`src/rtl/if_fetch_unit.sv`:
```
// Instruction-fetch front end: owns the PC, runs the instruction-bus req/gnt/rvalid
// handshake and presents one held instruction to IF/ID, discarding responses of killed fetches.
module if_fetch_unit #(
  parameter int                 ADDR_W   = 64,
  parameter logic [ADDR_W-1:0]  RESET_PC = 'h8000_0000,
  parameter logic [31:0]        NOP_INST = 32'h0000_0013
) (
  input  logic              clk,
  input  logic              rst,
  input  logic              if_fetch_dont_fetch_i,
  input  logic              if_fetch_flush_i,
  input  logic              if_fetch_redirect_i,
  input  logic [ADDR_W-1:0] if_fetch_redirect_pc_i,
  input  logic              if_fetch_advance_i,
  output logic              if_fetch_req_o,
  output logic [ADDR_W-1:0] if_fetch_addr_o,
  input  logic              if_fetch_gnt_i,
  input  logic              if_fetch_rvalid_i,
  input  logic [63:0]       if_fetch_rdata_i,
  output logic              if_fetch_fetched_ok_o,
  output logic [31:0]       if_fetch_inst_o,
  output logic [ADDR_W-1:0] if_fetch_pc_o
);

  typedef enum logic [2:0] {
    S_IDLE,
    S_REQ,
    S_WAIT,
    S_HOLD,
    S_DROP
  } state_t;

  state_t            r_state, w_state_nxt;
  logic [ADDR_W-1:0] r_pc, w_pc_nxt;
  logic              r_drop_pend, w_drop_pend_nxt;
  logic              r_redir_pend, w_redir_pend_nxt;
  logic [ADDR_W-1:0] r_redir_pc, w_redir_pc_nxt;
  logic [31:0]       r_inst;
  logic [ADDR_W-1:0] r_pc_o;

  logic              w_kill;
  logic [ADDR_W-1:0] w_redir_pc;
  logic [ADDR_W-1:0] w_pc_inc;
  logic              w_capture;
  logic              w_clear_inst;

  assign w_kill     = if_fetch_flush_i | if_fetch_redirect_i;
  assign w_redir_pc = {if_fetch_redirect_pc_i[ADDR_W-1:2], 2'b00};
  assign w_pc_inc   = r_pc + ADDR_W'(4);

  always_comb begin
    // NOTE: every signal gets a default before the case so no path can infer a latch.
    w_state_nxt      = r_state;
    w_pc_nxt         = r_pc;
    w_drop_pend_nxt  = r_drop_pend;
    w_redir_pend_nxt = r_redir_pend;
    w_redir_pc_nxt   = r_redir_pc;
    w_capture        = 1'b0;
    w_clear_inst     = 1'b0;

    case (r_state)
      S_IDLE: begin
        if (if_fetch_redirect_i) begin
          w_pc_nxt = w_redir_pc;
        end else if (!if_fetch_dont_fetch_i && !w_kill) begin
          w_state_nxt = S_REQ;
        end
      end

      S_REQ: begin
        if (if_fetch_gnt_i) begin
          // The address was on the bus until this handshake; only now may the PC move.
          w_drop_pend_nxt  = 1'b0;
          w_redir_pend_nxt = 1'b0;
          if (if_fetch_redirect_i) begin
            w_pc_nxt = w_redir_pc;
          end else if (r_redir_pend) begin
            w_pc_nxt = r_redir_pc;
          end
          w_state_nxt = (w_kill || r_drop_pend) ? S_DROP : S_WAIT;
        end else if (w_kill) begin
          w_drop_pend_nxt = 1'b1;
          if (if_fetch_redirect_i) begin
            w_redir_pend_nxt = 1'b1;
            w_redir_pc_nxt   = w_redir_pc;
          end
        end
      end

      S_WAIT: begin
        if (if_fetch_redirect_i) begin
          w_pc_nxt = w_redir_pc;
        end
        if (if_fetch_rvalid_i) begin
          w_state_nxt = w_kill ? S_IDLE : S_HOLD;
          w_capture   = !w_kill;
        end else if (w_kill) begin
          w_state_nxt = S_DROP;
        end
      end

      S_HOLD: begin
        if (w_kill) begin
          w_clear_inst = 1'b1;
          w_state_nxt  = S_IDLE;
          if (if_fetch_redirect_i) begin
            w_pc_nxt = w_redir_pc;
          end else if (if_fetch_advance_i) begin
            w_pc_nxt = w_pc_inc;
          end
        end else if (if_fetch_advance_i) begin
          w_pc_nxt    = w_pc_inc;
          w_state_nxt = if_fetch_dont_fetch_i ? S_IDLE : S_REQ;
        end
      end

      S_DROP: begin
        if (if_fetch_redirect_i) begin
          w_pc_nxt = w_redir_pc;
        end
        if (if_fetch_rvalid_i) begin
          w_state_nxt = S_IDLE;
        end
      end

      default: w_state_nxt = S_IDLE;
    endcase
  end

  // NOTE: state registers use non-blocking assignments so every flop samples pre-edge values.
  always_ff @(posedge clk) begin
    if (rst) begin
      r_state      <= S_IDLE;
      r_pc         <= RESET_PC;
      r_drop_pend  <= 1'b0;
      r_redir_pend <= 1'b0;
      r_redir_pc   <= '0;
      r_inst       <= NOP_INST;
      r_pc_o       <= '0;
    end else begin
      r_state      <= w_state_nxt;
      r_pc         <= w_pc_nxt;
      r_drop_pend  <= w_drop_pend_nxt;
      r_redir_pend <= w_redir_pend_nxt;
      r_redir_pc   <= w_redir_pc_nxt;
      if (w_capture) begin
        r_inst <= r_pc[2] ? if_fetch_rdata_i[63:32] : if_fetch_rdata_i[31:0];
        r_pc_o <= r_pc;
      end else if (w_clear_inst) begin
        r_inst <= NOP_INST;
      end
    end
  end

  assign if_fetch_req_o        = (r_state == S_REQ);
  assign if_fetch_addr_o       = {r_pc[ADDR_W-1:3], 3'b000};
  assign if_fetch_fetched_ok_o = (r_state == S_HOLD);
  assign if_fetch_inst_o       = r_inst;
  assign if_fetch_pc_o         = r_pc_o;

endmodule

```
`config.mk`:
```
export PLATFORM = sky130hd
export DESIGN_NAME = if_fetch_unit
export DESIGN_NICKNAME = d
export VERILOG_FILES = /design/src/rtl/if_fetch_unit.sv
export SDC_FILE = /design/constraint.sdc
export NUM_CORES = 1
export LEC_CHECK = 0
export ABC_AREA = 0
export BUFFER_PORTS_ARGS = -buffer_cell sky130_fd_sc_hd__buf_2
export CAP_MARGIN = 15
export CORE_UTILIZATION = 30
export DETAILED_ROUTE_END_ITERATION = 10
export HOLD_SLACK_MARGIN = 0.12
export SLEW_MARGIN = 20
export SYNTH_ARGS = -nofsm -noshare
export SYNTH_HDL_FRONTEND = slang
export SYNTH_SLANG_ARGS = --single-unit
```
`constraint.sdc`:
```
create_clock -name clk -period 2.7 [get_ports clk]
set_input_delay 0.54 -clock clk [delete_from_list [all_inputs] [get_ports clk]]
set_output_delay 0.54 -clock clk [all_outputs]
set_load 0.05 [all_outputs]
```
==> results of run 1 <==
## layer usage
| layer | routed length [µm] | GRT usage (%) |
|---|---|---|
| met1 | 17600 | 26.5 |
| met2 | 20100 | 35.8 |
| met3 | 3890 | 4.90 |
| met4 | 1070 | 7.18 |
| met5 | 61 | 0 |
## worst max-delay path: stages, from the launching register on
cell	delay, ns
sky130_fd_sc_hd__dfxtp_1	0.77
sky130_fd_sc_hd__nand3b_1	0.21
sky130_fd_sc_hd__inv_1	0.06
sky130_fd_sc_hd__buf_4	0.18
sky130_fd_sc_hd__buf_2	0.22
## Yosys cell counts, drive strengths merged, types with 4 or more instances
| master | count |
|---|---|
| a211oi | 16 |
| a21o | 6 |
| a21oi | 225 |
| a221oi | 12 |
| a22o | 6 |
| a22oi | 7 |
| a311oi | 5 |
| a31oi | 11 |
| and2 | 6 |
| and3 | 10 |
| and4 | 14 |
| buf | 93 |
| clkbuf | 88 |
| dfxtp | 223 |
| inv | 16 |
| mux2 | 7 |
| mux2i | 53 |
| nand2 | 309 |
| nand2b | 7 |
| nand3 | 28 |
| nand4 | 22 |
| nor2 | 112 |
| nor3 | 31 |
| nor4 | 20 |
| o211ai | 5 |
| o21ai | 60 |
| o221ai | 17 |
| o22ai | 17 |
| o31a | 5 |
| or2 | 4 |
| or3 | 5 |
| xnor2 | 6 |
| xor2 | 13 |
## state kept, by name (all words and copies together) (netlist names)
register	flops
r_drop_pend	1
r_pc	62
r_state	3
if_fetch_inst_o	32
r_redir_pc	62
if_fetch_pc_o	62
r_redir_pend	1
## stage by stage
| step | setup WS (ns) | hold WS [ns] |
|---|---|---|
| after global placement | 0.164 | 0.438 |
| after detailed placement | 0.0685 | 0.443 |
| after floorplan | 0.262 | 0.433 |
| final | 0.135 | 0.210 |
| after CTS | 0.148 | 0.188 |
| after global routing | 0.0596 | 0.211 |
## worst min-delay path by stage
stage / start / to / slack, ns / depth (start not counted)
after CTS: if_fetch_redirect_pc_i[10] / r_redir_pc[10] / 0.19 / 3
after detailed placement: if_fetch_pc_o[28] / if_fetch_pc_o[28] / 0.44 / 2
after floorplan: r_redir_pc[31] / r_redir_pc[31] / 0.43 / 2
after global routing: if_fetch_redirect_pc_i[23] / r_redir_pc[23] / 0.21 / 3
final: if_fetch_redirect_pc_i[10] / r_redir_pc[10] / 0.21 / 3
after global placement: if_fetch_pc_o[59] / if_fetch_pc_o[59] / 0.44 / 2
## logic make-up (layout without fill, tap and decap cells)
kind of cell,count (synthesis),count (layout)
flops,223,223
fa+ha+maj,1,1
buf+inv,198,449
other cells,1,14
compound gates,423,423
mux,60,60
xor+xnor,19,19
simple gates,581,581
## layout make-up
type	instances	area, µm²
timing repair buffer	380	2180
clock inverter	17	250
inverter	17	63.8
fill	3954	23200
antenna	9	22.5
multi-input combinational	1089	6040
clock buffer	35	778
tap	511	639
sequential	223	4470
## cell usage in the layout, fill, tap and decap left out, drive strengths merged, types with 13 or more instances in the layout
cell	n
nand4	22
buf	380
clkbuf	35
nand3	28
and4	14
dfxtp	223
inv	16
o21ai	60
nor3	31
nor2	112
mux2i	53
o22ai	17
xor2	13
a21oi	225
o221ai	17
a211oi	16
nor4	20
nand2	309
## power groups by stage
stage | clock network, mW | registers [mW] | logic [mW]
2_1_floorplan | 0 | 3.74 | 1.78
3_3_place_gp | 0 | 3.75 | 2.47
3_5_place_dp | 0 | 3.76 | 2.50
4_1_cts | 4.27 | 3.69 | 2.51
5_1_grt | 4.40 | 3.71 | 2.70
6_report | 4.18 | 3.69 | 2.53
==> impl_metrics.xml, run 1 <==
<?xml version="1.0" encoding="UTF-8"?>
<metrics>
  <group name="run_status">
    <metric name="status" unit="">completed</metric>
  </group>
  <group name="routing">
    <metric name="first_drt_iteration_drcs" unit="">869</metric>
    <metric name="vias" unit="">11946</metric>
    <metric name="ant_nets" unit="">0</metric>
    <metric name="routedWlPerCell" unit="µm">18.7</metric>
    <metric name="drc" unit="">0</metric>
    <metric name="route.final.wire_length" unit="mm">42.7</metric>
    <metric name="firstDrtPassIters" unit="">5</metric>
    <metric name="routed_via_density" unit="">5.24</metric>
  </group>
  <group name="yosys">
    <metric name="yosys.area_share.adder" unit="%">0.109</metric>
    <metric name="synth_seq_area_share" unit="%">38.9</metric>
    <metric name="synth_cell_type_count" unit="">74</metric>
    <metric name="number_of_enable_type_register_cells_in_the_synthesized_netlist" unit="">0</metric>
    <metric name="post_synth_xor_area_fraction" unit="%">1.45</metric>
    <metric name="mean_instance_size_in_the_synthesized_netlist" unit="µm²">7.62</metric>
    <metric name="compound_cell_area_share_of_the_yosys_netlist" unit="%">22.0</metric>
    <metric name="syn_inst" unit="">1506</metric>
    <metric name="top_cells_by_area_synth" unit="">sky130_fd_sc_hd__dfxtp_1 39%, sky130_fd_sc_hd__nand2_1 10%, sky130_fd_sc_hd__a21oi_1 9.8%, sky130_fd_sc_hd__mux2i_1 4.6%, sky130_fd_sc_hd__buf_4 4.4%</metric>
    <metric name="post_synth_simple_gate_area" unit="%">23.2</metric>
    <metric name="post-synth-top-area-fraction" unit="%">38.9</metric>
    <metric name="synth_top_family_by_area" unit="">simple AND/OR/NAND/NOR gates</metric>
    <metric name="yosysWarnings" unit="">0</metric>
    <metric name="yosys.area.top_type" unit="">sky130_fd_sc_hd__dfxtp_1</metric>
    <metric name="synth.cell_area" unit="mm²">0.0115</metric>
    <metric name="asyncSetResetFlopFracSynth" unit="%">0</metric>
    <metric name="muxShareOfSynthArea" unit="%">5.31</metric>
    <metric name="synth-main-ff-cell" unit="">sky130_fd_sc_hd__dfxtp_1</metric>
    <metric name="ys_ff_latch" unit="">223</metric>
  </group>
  <group name="cells_and_area">
    <metric name="post_layout_net_count" unit="">1876</metric>
    <metric name="stdcell_count" unit="">2281</metric>
    <metric name="area.growth.synth_to_final" unit="%">25.8</metric>
    <metric name="drive_above_1_share" unit="%">26.5</metric>
    <metric name="fin_util" unit="%">38.3</metric>
    <metric name="final_instance_area" unit="mm²">0.0144</metric>
  </group>
  <group name="clock_network">
    <metric name="cts-root-to-sink-buffers" unit="">3</metric>
    <metric name="ctsRootBufferMaster" unit="">sky130_fd_sc_hd__clkbuf_16</metric>
    <metric name="tritoncts" unit="">yes</metric>
    <metric name="tritoncts.num_buffers" unit="">28</metric>
    <metric name="clk_latency" unit="ns">0.57</metric>
    <metric name="cts.repair_timing.setup_buffer_count" unit="">0</metric>
    <metric name="cts-hold-fix-buffers" unit="">0</metric>
    <metric name="cts.repair.resized" unit="">0</metric>
    <metric name="worst_setup_hold_path_clk_slew" unit="ns">0.07</metric>
    <metric name="htreeDepth" unit="">1</metric>
    <metric name="tritoncts_num_sinks" unit="">223</metric>
  </group>
  <group name="critical_path">
    <metric name="timing.rr.start" unit="">r_pc[20]</metric>
    <metric name="start_kind" unit="">flop</metric>
    <metric name="path_class" unit="">reg2out</metric>
    <metric name="cp-startpoint" unit="">r_state[2]</metric>
    <metric name="worst-r2r-cell-count" unit="">6</metric>
    <metric name="critical_path_required" unit="ns">2.16</metric>
    <metric name="timing.rr.end" unit="">r_pc[62]</metric>
    <metric name="critPathArrivalTime" unit="ns">2.03</metric>
    <metric name="timing.reg2reg.setup_slack" unit="ns">0.23</metric>
    <metric name="endpoint" unit="">if_fetch_fetched_ok_o</metric>
    <metric name="setup.worst_path.end_class" unit="">output port</metric>
    <metric name="path_max_fanout" unit="">20</metric>
  </group>
  <group name="floorplanning">
    <metric name="top_level_ports" unit="">298</metric>
    <metric name="floorplan.initialDensity" unit="%">30.5</metric>
    <metric name="total_number_of_placement_rows" unit="">71</metric>
    <metric name="dieArea" unit="mm²">0.0390</metric>
    <metric name="die_h" unit="µm">198</metric>
    <metric name="die_width" unit="µm">198</metric>
    <metric name="core-area" unit="mm²">0.0377</metric>
  </group>
  <group name="global_route">
    <metric name="grt_start_max_net_pins" unit="">63</metric>
    <metric name="first_global_vias" unit="">11106</metric>
    <metric name="antenna_violations_before_repair" unit="">12</metric>
    <metric name="grt.total_usage" unit="%">21.3</metric>
    <metric name="grt_overflow_total" unit="">0</metric>
    <metric name="grt_first_pass_wirelength" unit="mm">64.2</metric>
  </group>
  <group name="sta">
    <metric name="clock.fmax" unit="MHz">390</metric>
    <metric name="slew_headroom" unit="%">46.3</metric>
    <metric name="period_needed" unit="ns">2.57</metric>
    <metric name="timing.final.crit_share" unit="%">95.0</metric>
    <metric name="setup_violations" unit="">0</metric>
    <metric name="max_slew.worst_pin.slew" unit="ns">0.806</metric>
    <metric name="final.setup.tns" unit="ns">0</metric>
    <metric name="grt_setup_unrepaired" unit="">false</metric>
    <metric name="drv_slew" unit="">0</metric>
    <metric name="worst_clock_skew" unit="ns">0.0233</metric>
    <metric name="report.final.hold_viol_count" unit="">0</metric>
  </group>
  <group name="pwr">
    <metric name="share_comb_of_total_power" unit="%">24.3</metric>
    <metric name="p_seq_share" unit="%">35.5</metric>
    <metric name="total_leakage_power" unit="nW">5.79</metric>
    <metric name="switchingPower" unit="mW">3.48</metric>
    <metric name="powerDensity" unit="mW/mm²">719</metric>
    <metric name="finalPower" unit="mW">10.4</metric>
    <metric name="irDropWorstVdd" unit="mV">0.428</metric>
    <metric name="power.share.switching" unit="%">33.5</metric>
    <metric name="p_int" unit="mW">6.91</metric>
    <metric name="pwr-share-clk" unit="%">40.2</metric>
  </group>
  <group name="job">
    <metric name="drv_cap" unit="">0</metric>
  </group>
  <group name="placement">
    <metric name="place_hpwl" unit="mm">30.4</metric>
    <metric name="placedInstanceArea" unit="mm²">0.0134</metric>
    <metric name="port-buffer-count" unit="">290</metric>
    <metric name="placer_congestion" unit="">0.866</metric>
    <metric name="dp.cells" unit="">2220</metric>
  </group>
  <group name="hold_path">
    <metric name="timing.hold.worst.class" unit="">in2reg</metric>
  </group>
</metrics>
Note: power is estimated with default switching activity, not from simulation.
==> run 2: changes to the inputs <==
Settings changed: BUFFER_PORTS_ARGS -buffer_cell sky130_fd_sc_hd__buf_2 to -buffer_cell sky130_fd_sc_hd__buf_4, REMOVE_ABC_BUFFERS set to 1.
==> run 2 against run 1 <==
Global-route usage is essentially flat. Critical endpoint unchanged. Clock-buffer cell count increased by 7. Combinational power up 8%. Setup slack better by 0.062 ns. Critical path type unchanged. Register-to-register slack better by 0.06 ns. Clock skew is 0.0019 ns higher. Critical path depth is 1 higher. Total power down 1.8%. Final cell count increased by 0.66%. Maximum frequency is 2.5% higher.
==> impl_metrics.xml, run 2 (same netlist as run 1, synthesis figures left out) <==
<?xml version="1.0" encoding="UTF-8"?>
<metrics>
  <group name="global_route">
    <metric name="grt_start_max_net_pins" unit="">95</metric>
    <metric name="first_global_vias" unit="">11135</metric>
    <metric name="use_met3" unit="%">3.77</metric>
    <metric name="antenna_violations_before_repair" unit="">3</metric>
    <metric name="grt.total_usage" unit="%">21.3</metric>
    <metric name="busiest_layer" unit="">met2</metric>
    <metric name="grt_overflow_total" unit="">0</metric>
    <metric name="grt_util_met1" unit="%">28.4</metric>
    <metric name="grt_first_pass_wirelength" unit="mm">64.8</metric>
    <metric name="grtUsageMet2" unit="%">34.6</metric>
  </group>
  <group name="routing">
    <metric name="route.final.wire_length" unit="mm">43.0</metric>
    <metric name="firstDrtPassIters" unit="">8</metric>
    <metric name="routed_via_density" unit="">5.23</metric>
    <metric name="routedWlPerCell" unit="µm">18.7</metric>
    <metric name="drc" unit="">0</metric>
    <metric name="ant_nets" unit="">0</metric>
    <metric name="first_drt_iteration_drcs" unit="">956</metric>
    <metric name="vias" unit="">11999</metric>
  </group>
  <group name="critical_path">
    <metric name="timing.reg2reg.setup_slack" unit="ns">0.29</metric>
    <metric name="critPathMostFrequentCell" unit="">sky130_fd_sc_hd__buf_4</metric>
    <metric name="critical-path-slowest-cell" unit="">sky130_fd_sc_hd__dfxtp_1</metric>
    <metric name="cp_num_cells" unit="">5</metric>
    <metric name="path_cells" unit="">buf_4 &gt; nand3b_1 &gt; inv_1 &gt; buf_4 &gt; buf_4</metric>
    <metric name="cp_slowest_stage_delay" unit="ns">0.32</metric>
    <metric name="path_class" unit="">reg2out</metric>
    <metric name="setup.worst_path.end_class" unit="">output port</metric>
    <metric name="buf_inv_on_cp" unit="">4</metric>
    <metric name="critPathTopFamily" unit="">buffers and inverters</metric>
    <metric name="worst-r2r-cell-count" unit="">7</metric>
    <metric name="path_max_fanout" unit="">25</metric>
    <metric name="start_kind" unit="">flop</metric>
    <metric name="critPathArrivalTime" unit="ns">1.96</metric>
    <metric name="critical_path_required" unit="ns">2.16</metric>
  </group>
  <group name="sta">
    <metric name="clock.fmax" unit="MHz">400</metric>
    <metric name="period_needed" unit="ns">2.50</metric>
    <metric name="max_slew.worst_pin.slew" unit="ns">0.569</metric>
    <metric name="grt_setup_unrepaired" unit="">false</metric>
    <metric name="report.final.hold_viol_count" unit="">0</metric>
    <metric name="final.setup.tns" unit="ns">0</metric>
    <metric name="setup_violations" unit="">0</metric>
    <metric name="drv_slew" unit="">0</metric>
    <metric name="worst_clock_skew" unit="ns">0.0251</metric>
    <metric name="slew_headroom" unit="%">62.1</metric>
    <metric name="fin_ws" unit="ns">0.197</metric>
    <metric name="timing.final.crit_share" unit="%">92.7</metric>
  </group>
  <group name="placement">
    <metric name="port-buffer-count" unit="">290</metric>
    <metric name="placer_congestion" unit="">0.889</metric>
    <metric name="placedInstanceArea" unit="mm²">0.0143</metric>
    <metric name="place_hpwl" unit="mm">30.4</metric>
    <metric name="dp_slack" unit="ns">0.272</metric>
  </group>
  <group name="cells_and_area">
    <metric name="mostFrequentLayoutCells" unit="">391 x sky130_fd_sc_hd__buf_4, 308 x sky130_fd_sc_hd__nand2_1, 224 x sky130_fd_sc_hd__a21oi_1</metric>
    <metric name="layout_commonest_cell" unit="">sky130_fd_sc_hd__buf_4</metric>
    <metric name="drive_above_1_share" unit="%">27.0</metric>
    <metric name="final_instance_area" unit="mm²">0.0153</metric>
    <metric name="area.growth.synth_to_final" unit="%">33.0</metric>
    <metric name="post_layout_net_count" unit="">1899</metric>
  </group>
  <group name="floorplanning">
    <metric name="core-area" unit="mm²">0.0377</metric>
    <metric name="top_level_ports" unit="">298</metric>
    <metric name="floorplan.initialDensity" unit="%">30.5</metric>
    <metric name="dieArea" unit="mm²">0.0390</metric>
    <metric name="total_number_of_placement_rows" unit="">71</metric>
    <metric name="die_h" unit="µm">198</metric>
    <metric name="die_width" unit="µm">198</metric>
  </group>
  <group name="clock_network">
    <metric name="htreeDepth" unit="">1</metric>
    <metric name="cts-root-to-sink-buffers" unit="">3</metric>
    <metric name="tritoncts.num_buffers" unit="">29</metric>
    <metric name="tritoncts" unit="">yes</metric>
    <metric name="tritoncts_num_sinks" unit="">223</metric>
    <metric name="worst_setup_hold_path_clk_slew" unit="ns">0.06</metric>
    <metric name="clk_latency" unit="ns">0.57</metric>
    <metric name="ctsRootBufferMaster" unit="">sky130_fd_sc_hd__clkbuf_16</metric>
  </group>
  <group name="hold_path">
    <metric name="timing.hold.worst.class" unit="">in2reg</metric>
    <metric name="hold_path_depth" unit="">3</metric>
  </group>
  <group name="pwr">
    <metric name="finalPower" unit="mW">10.2</metric>
    <metric name="powerDensity" unit="mW/mm²">668</metric>
    <metric name="irDropWorstVdd" unit="mV">0.483</metric>
    <metric name="total_leakage_power" unit="nW">6.00</metric>
  </group>
  <group name="job">
    <metric name="drv_cap" unit="">0</metric>
  </group>
  <group name="run_status">
    <metric name="status" unit="">completed</metric>
  </group>
</metrics>
==> run 2: cell count changes in the layout (fill, tap and decap cells not counted), sizes merged <==
cell / before / now
buf: 380 / 402
bufinv: 6 / 2
clkbuf: 35 / 42
clkinvlp: 3 / 0
diode: 9 / 1
inv: 16 / 17
==> run 2: area by class of cell <==
| class | count | area, µm² |
|---|---|---|
| antenna | 1 | 2.50 |
| inverter | 17 | 63.8 |
| clock buffer | 42 | 805 |
| timing repair buffer | 402 | 3150 |
| multi-input combinational | 1089 | 6040 |
| sequential | 223 | 4470 |
| fill | 3925 | 22400 |
| clock inverter | 11 | 113 |
| tap | 511 | 639 |
==> run 2: timing repair <==
action,in CTS,in global routing
buffers inserted,1,0
resized for setup,1,0
endpoints found under the setup margin,1,0
hold endpoints to repair,0,0
hold buffers,0,0
==> run 2: worst reg2reg max path: stages, from the launching register on <==
cell,delay [ns]
sky130_fd_sc_hd__dfxtp_1,0.37
sky130_fd_sc_hd__nand4_4,0.18
sky130_fd_sc_hd__or4_4,0.63
sky130_fd_sc_hd__buf_4,0.21
sky130_fd_sc_hd__nor2_2,0.19
sky130_fd_sc_hd__nand4_1,0.15
sky130_fd_sc_hd__and4_1,0.23
sky130_fd_sc_hd__or3_1,0.35
==> run 2: final timing paths <==
path | start | end
setup / recovery | r_state[0] | if_fetch_fetched_ok_o
hold / removal | if_fetch_redirect_pc_i[41] | r_redir_pc[41]
setup reg to reg | r_pc[14] | r_pc[43]
hold reg to reg | r_redir_pc[30] | r_redir_pc[30]
==> run 2: stage by stage <==
stage,util [%],hold slack [ns],std cells
2_1_floorplan,-,0.427,1329
3_3_place_gp,38.1,0.441,2241
3_5_place_dp,38.1,0.447,2241
4_1_cts,40.5,0.191,2295
5_1_grt,40.5,0.203,2296
6_report,40.5,0.219,2296
==> run 2: routing by layer <==
metal,share of wire (%),vias to the layer above
met5,0.072,-
met4,3.1,4
met1,44,5661
met3,7.3,91
met2,46,482
li1,-,5761
==> run 2: where the power goes <==
| group | switching [mW] | total, mW | internal [mW] | leakage, nW |
|---|---|---|---|---|
| clock | 1.54 | 3.79 | 2.25 | 0.455 |
| combinational | 1.74 | 2.72 | 0.983 | 3.74 |
| sequential | 0.192 | 3.68 | 3.49 | 1.81 |
| total | 3.48 | 10.2 | 6.72 | 6.00 |
==> run 3: changes to the inputs <==
Settings changed: ABC_AREA 0 to 1.
==> run 3 against run 2 <==
Largest cell class unchanged. Clock-buffer cell count shrank 4. Largest power group is now combinational cells. Highest routed layer unchanged. Register-to-register slack gained 0.03 ns. Core utilization shrank 1.6 points.
==> impl_metrics.xml, run 3 <==
<?xml version="1.0" encoding="UTF-8"?>
<metrics>
  <group name="clock_network">
    <metric name="htreeDepth" unit="">1</metric>
    <metric name="worst_setup_hold_path_clk_slew" unit="ns">0.06</metric>
    <metric name="tritoncts.num_buffers" unit="">29</metric>
    <metric name="cts-hold-fix-buffers" unit="">0</metric>
    <metric name="clk_latency" unit="ns">0.57</metric>
    <metric name="ctsRootBufferMaster" unit="">sky130_fd_sc_hd__clkbuf_16</metric>
    <metric name="tritoncts_num_sinks" unit="">223</metric>
    <metric name="cts-root-to-sink-buffers" unit="">3</metric>
    <metric name="cts.repair_timing.setup_buffer_count" unit="">0</metric>
    <metric name="cts.repair.resized" unit="">0</metric>
    <metric name="tritoncts" unit="">yes</metric>
  </group>
  <group name="cells_and_area">
    <metric name="mostFrequentLayoutCells" unit="">663 x sky130_fd_sc_hd__nand2_1, 343 x sky130_fd_sc_hd__buf_4, 258 x sky130_fd_sc_hd__a21oi_1</metric>
    <metric name="fin_util" unit="%">39.0</metric>
    <metric name="drive_above_1_share" unit="%">19.8</metric>
    <metric name="post_layout_net_count" unit="">2417</metric>
    <metric name="area.growth.synth_to_final" unit="%">26.9</metric>
    <metric name="stdcell_count" unit="">2879</metric>
    <metric name="antenna_diodes" unit="">0</metric>
    <metric name="layout_commonest_cell" unit="">sky130_fd_sc_hd__nand2_1</metric>
  </group>
  <group name="global_route">
    <metric name="grt_start_max_net_pins" unit="">141</metric>
    <metric name="grt.total_usage" unit="%">22.7</metric>
    <metric name="antenna_violations_before_repair" unit="">1</metric>
    <metric name="first_global_vias" unit="">13213</metric>
    <metric name="grt_first_pass_wirelength" unit="mm">78.3</metric>
    <metric name="grt_overflow_total" unit="">0</metric>
  </group>
  <group name="critical_path">
    <metric name="path_cells" unit="">inv_2 &gt; nor3_2 &gt; buf_4 &gt; buf_4</metric>
    <metric name="start_kind" unit="">flop</metric>
    <metric name="critPathMostFrequentCell" unit="">sky130_fd_sc_hd__buf_4</metric>
    <metric name="path_class" unit="">reg2out</metric>
    <metric name="critical-path-slowest-cell" unit="">sky130_fd_sc_hd__dfxtp_1</metric>
    <metric name="critPathArrivalTime" unit="ns">1.88</metric>
    <metric name="path_max_fanout" unit="">5</metric>
    <metric name="cp_slowest_stage_delay" unit="ns">0.41</metric>
    <metric name="setup.worst_path.end_class" unit="">output port</metric>
    <metric name="critical_path_required" unit="ns">2.16</metric>
  </group>
  <group name="floorplanning">
    <metric name="floorplan.initialDensity" unit="%">30.7</metric>
    <metric name="top_level_ports" unit="">298</metric>
    <metric name="die_width" unit="µm">210</metric>
    <metric name="dieArea" unit="mm²">0.0442</metric>
    <metric name="total_number_of_placement_rows" unit="">75</metric>
    <metric name="core-area" unit="mm²">0.0423</metric>
    <metric name="die_h" unit="µm">210</metric>
  </group>
  <group name="yosys">
    <metric name="ys_ff_latch" unit="">223</metric>
    <metric name="synth_seq_area_share" unit="%">34.3</metric>
    <metric name="mean_instance_size_in_the_synthesized_netlist" unit="µm²">6.22</metric>
    <metric name="synth-main-ff-cell" unit="">sky130_fd_sc_hd__dfxtp_1</metric>
    <metric name="yosysWarnings" unit="">0</metric>
    <metric name="synth_common_cells" unit="">664 x sky130_fd_sc_hd__nand2_1, 259 x sky130_fd_sc_hd__a21oi_1, 223 x sky130_fd_sc_hd__dfxtp_1, 157 x sky130_fd_sc_hd__nand3_1, 154 x sky130_fd_sc_hd__nor2_1</metric>
    <metric name="syn_inst" unit="">2091</metric>
    <metric name="number_of_enable_type_register_cells_in_the_synthesized_netlist" unit="">0</metric>
    <metric name="yosys.area.top_type" unit="">sky130_fd_sc_hd__dfxtp_1</metric>
    <metric name="synth.cell_area" unit="mm²">0.0130</metric>
    <metric name="post-synth-top-area-fraction" unit="%">34.3</metric>
    <metric name="synth_cell_type_count" unit="">36</metric>
    <metric name="top_cells_by_area_synth" unit="">sky130_fd_sc_hd__dfxtp_1 34%, sky130_fd_sc_hd__nand2_1 19%, sky130_fd_sc_hd__a21oi_1 10%, sky130_fd_sc_hd__nand3_1 6.0%, sky130_fd_sc_hd__o21ai_0 5.7%</metric>
    <metric name="post-synth-top-count-cell" unit="">sky130_fd_sc_hd__nand2_1</metric>
    <metric name="asyncSetResetFlopFracSynth" unit="%">0</metric>
  </group>
  <group name="routing">
    <metric name="first_drt_iteration_drcs" unit="">1298</metric>
    <metric name="route.final.wire_length" unit="mm">51.9</metric>
    <metric name="firstDrtPassIters" unit="">5</metric>
    <metric name="vias" unit="">14542</metric>
    <metric name="ant_nets" unit="">0</metric>
    <metric name="routedWlPerCell" unit="µm">18.0</metric>
    <metric name="routed_via_density" unit="">5.05</metric>
    <metric name="drc" unit="">0</metric>
  </group>
  <group name="sta">
    <metric name="grt_setup_unrepaired" unit="">false</metric>
    <metric name="period_needed" unit="ns">2.42</metric>
    <metric name="drv_slew" unit="">0</metric>
    <metric name="setup_violations" unit="">0</metric>
    <metric name="clock.fmax" unit="MHz">414</metric>
    <metric name="fin_ws" unit="ns">0.282</metric>
    <metric name="timing.final.crit_share" unit="%">89.6</metric>
    <metric name="final.setup.tns" unit="ns">0</metric>
    <metric name="slew_headroom" unit="%">51.5</metric>
    <metric name="worst_clock_skew" unit="ns">0.0103</metric>
    <metric name="report.final.hold_viol_count" unit="">0</metric>
    <metric name="max_slew.worst_pin.slew" unit="ns">0.727</metric>
  </group>
  <group name="placement">
    <metric name="place_hpwl" unit="mm">36.4</metric>
    <metric name="dp_slack" unit="ns">0.274</metric>
    <metric name="placer_congestion" unit="">0.914</metric>
    <metric name="port-buffer-count" unit="">290</metric>
    <metric name="dp.cells" unit="">2826</metric>
  </group>
  <group name="pwr">
    <metric name="powerDensity" unit="mW/mm²">779</metric>
    <metric name="irDropWorstVdd" unit="mV">0.515</metric>
    <metric name="total_leakage_power" unit="nW">6.78</metric>
  </group>
  <group name="run_status">
    <metric name="status" unit="">completed</metric>
  </group>
  <group name="hold_path">
    <metric name="timing.hold.worst.class" unit="">in2reg</metric>
  </group>
  <group name="job">
    <metric name="drv_cap" unit="">0</metric>
  </group>
</metrics>
## run 3: report_power, final
group,total (mW),internal (mW),switching (mW),leakage (nW)
clock network,4.20,2.60,1.60,0.499
registers,4.11,3.62,0.487,1.81
logic,4.55,1.43,3.12,4.47
## run 3: cells by family (layout without fill, tap and decap cells)
family          after synthesis  after routing  share of synthesized area, %
simple gates               1064           1064                          34.2
flops                       223            223                          34.3
other cells                   1              5                        0.0288
xor+xnor                     17             17                          1.14
fa+ha+maj                     1              1                        0.0962
compound gates              471            471                          18.8
buf+inv                     314            521                          11.4
## run 3: worst paths after layout
| kind | startpoint | to | slack (ns) | depth (start not counted) |
|---|---|---|---|---|
| max | r_state[0] | if_fetch_fetched_ok_o | 0.28 | 4 |
| min | if_fetch_redirect_pc_i[48] | r_redir_pc[48] | 0.27 | 3 |
| max reg2reg | r_pc[2] | r_pc[57] | 0.32 | 14 |
| min reg2reg | r_redir_pc[26] | r_redir_pc[26] | 0.45 | 2 |
## run 3: per-stage QoR
stage          power (mW)  cell area [µm²]  hold WS (ns)
6_report             12.9            16500         0.266
5_1_grt              13.5            16500         0.258
4_1_cts              12.9            16500         0.241
3_5_place_dp         8.69            15500         0.443
3_3_place_gp         8.63            15500         0.433
2_1_floorplan        6.76            12000         0.426
## run 3: metal layers
layer  vias up  global-route usage (%)  part of all wire (%)
li1       7167                       -                     -
met1      6705                    29.4                    43
met2       571                    38.0                    46
met3        97                    3.81                   7.4
met4         2                    7.78                   3.1
met5         -                       0                 0.033
## run 3: critical path, delay by kind of cell, from the launching register on
kind	cells	cell delay (ns)
buffers and inverters	3	0.58
flip-flops	1	0.41
AND/OR/NAND/NOR	1	0.32
## run 3: final cells by class
class                           instances  area (µm²)
Multi-Input combinational cell       1558        7090
Clock buffer                           38         820
Clock inverter                         15         214
Fill cell                            4502       25800
Inverter                              116         437
Timing Repair Buffer                  352        2760
Tap cell                              577         722
Sequential cell                       223        4460
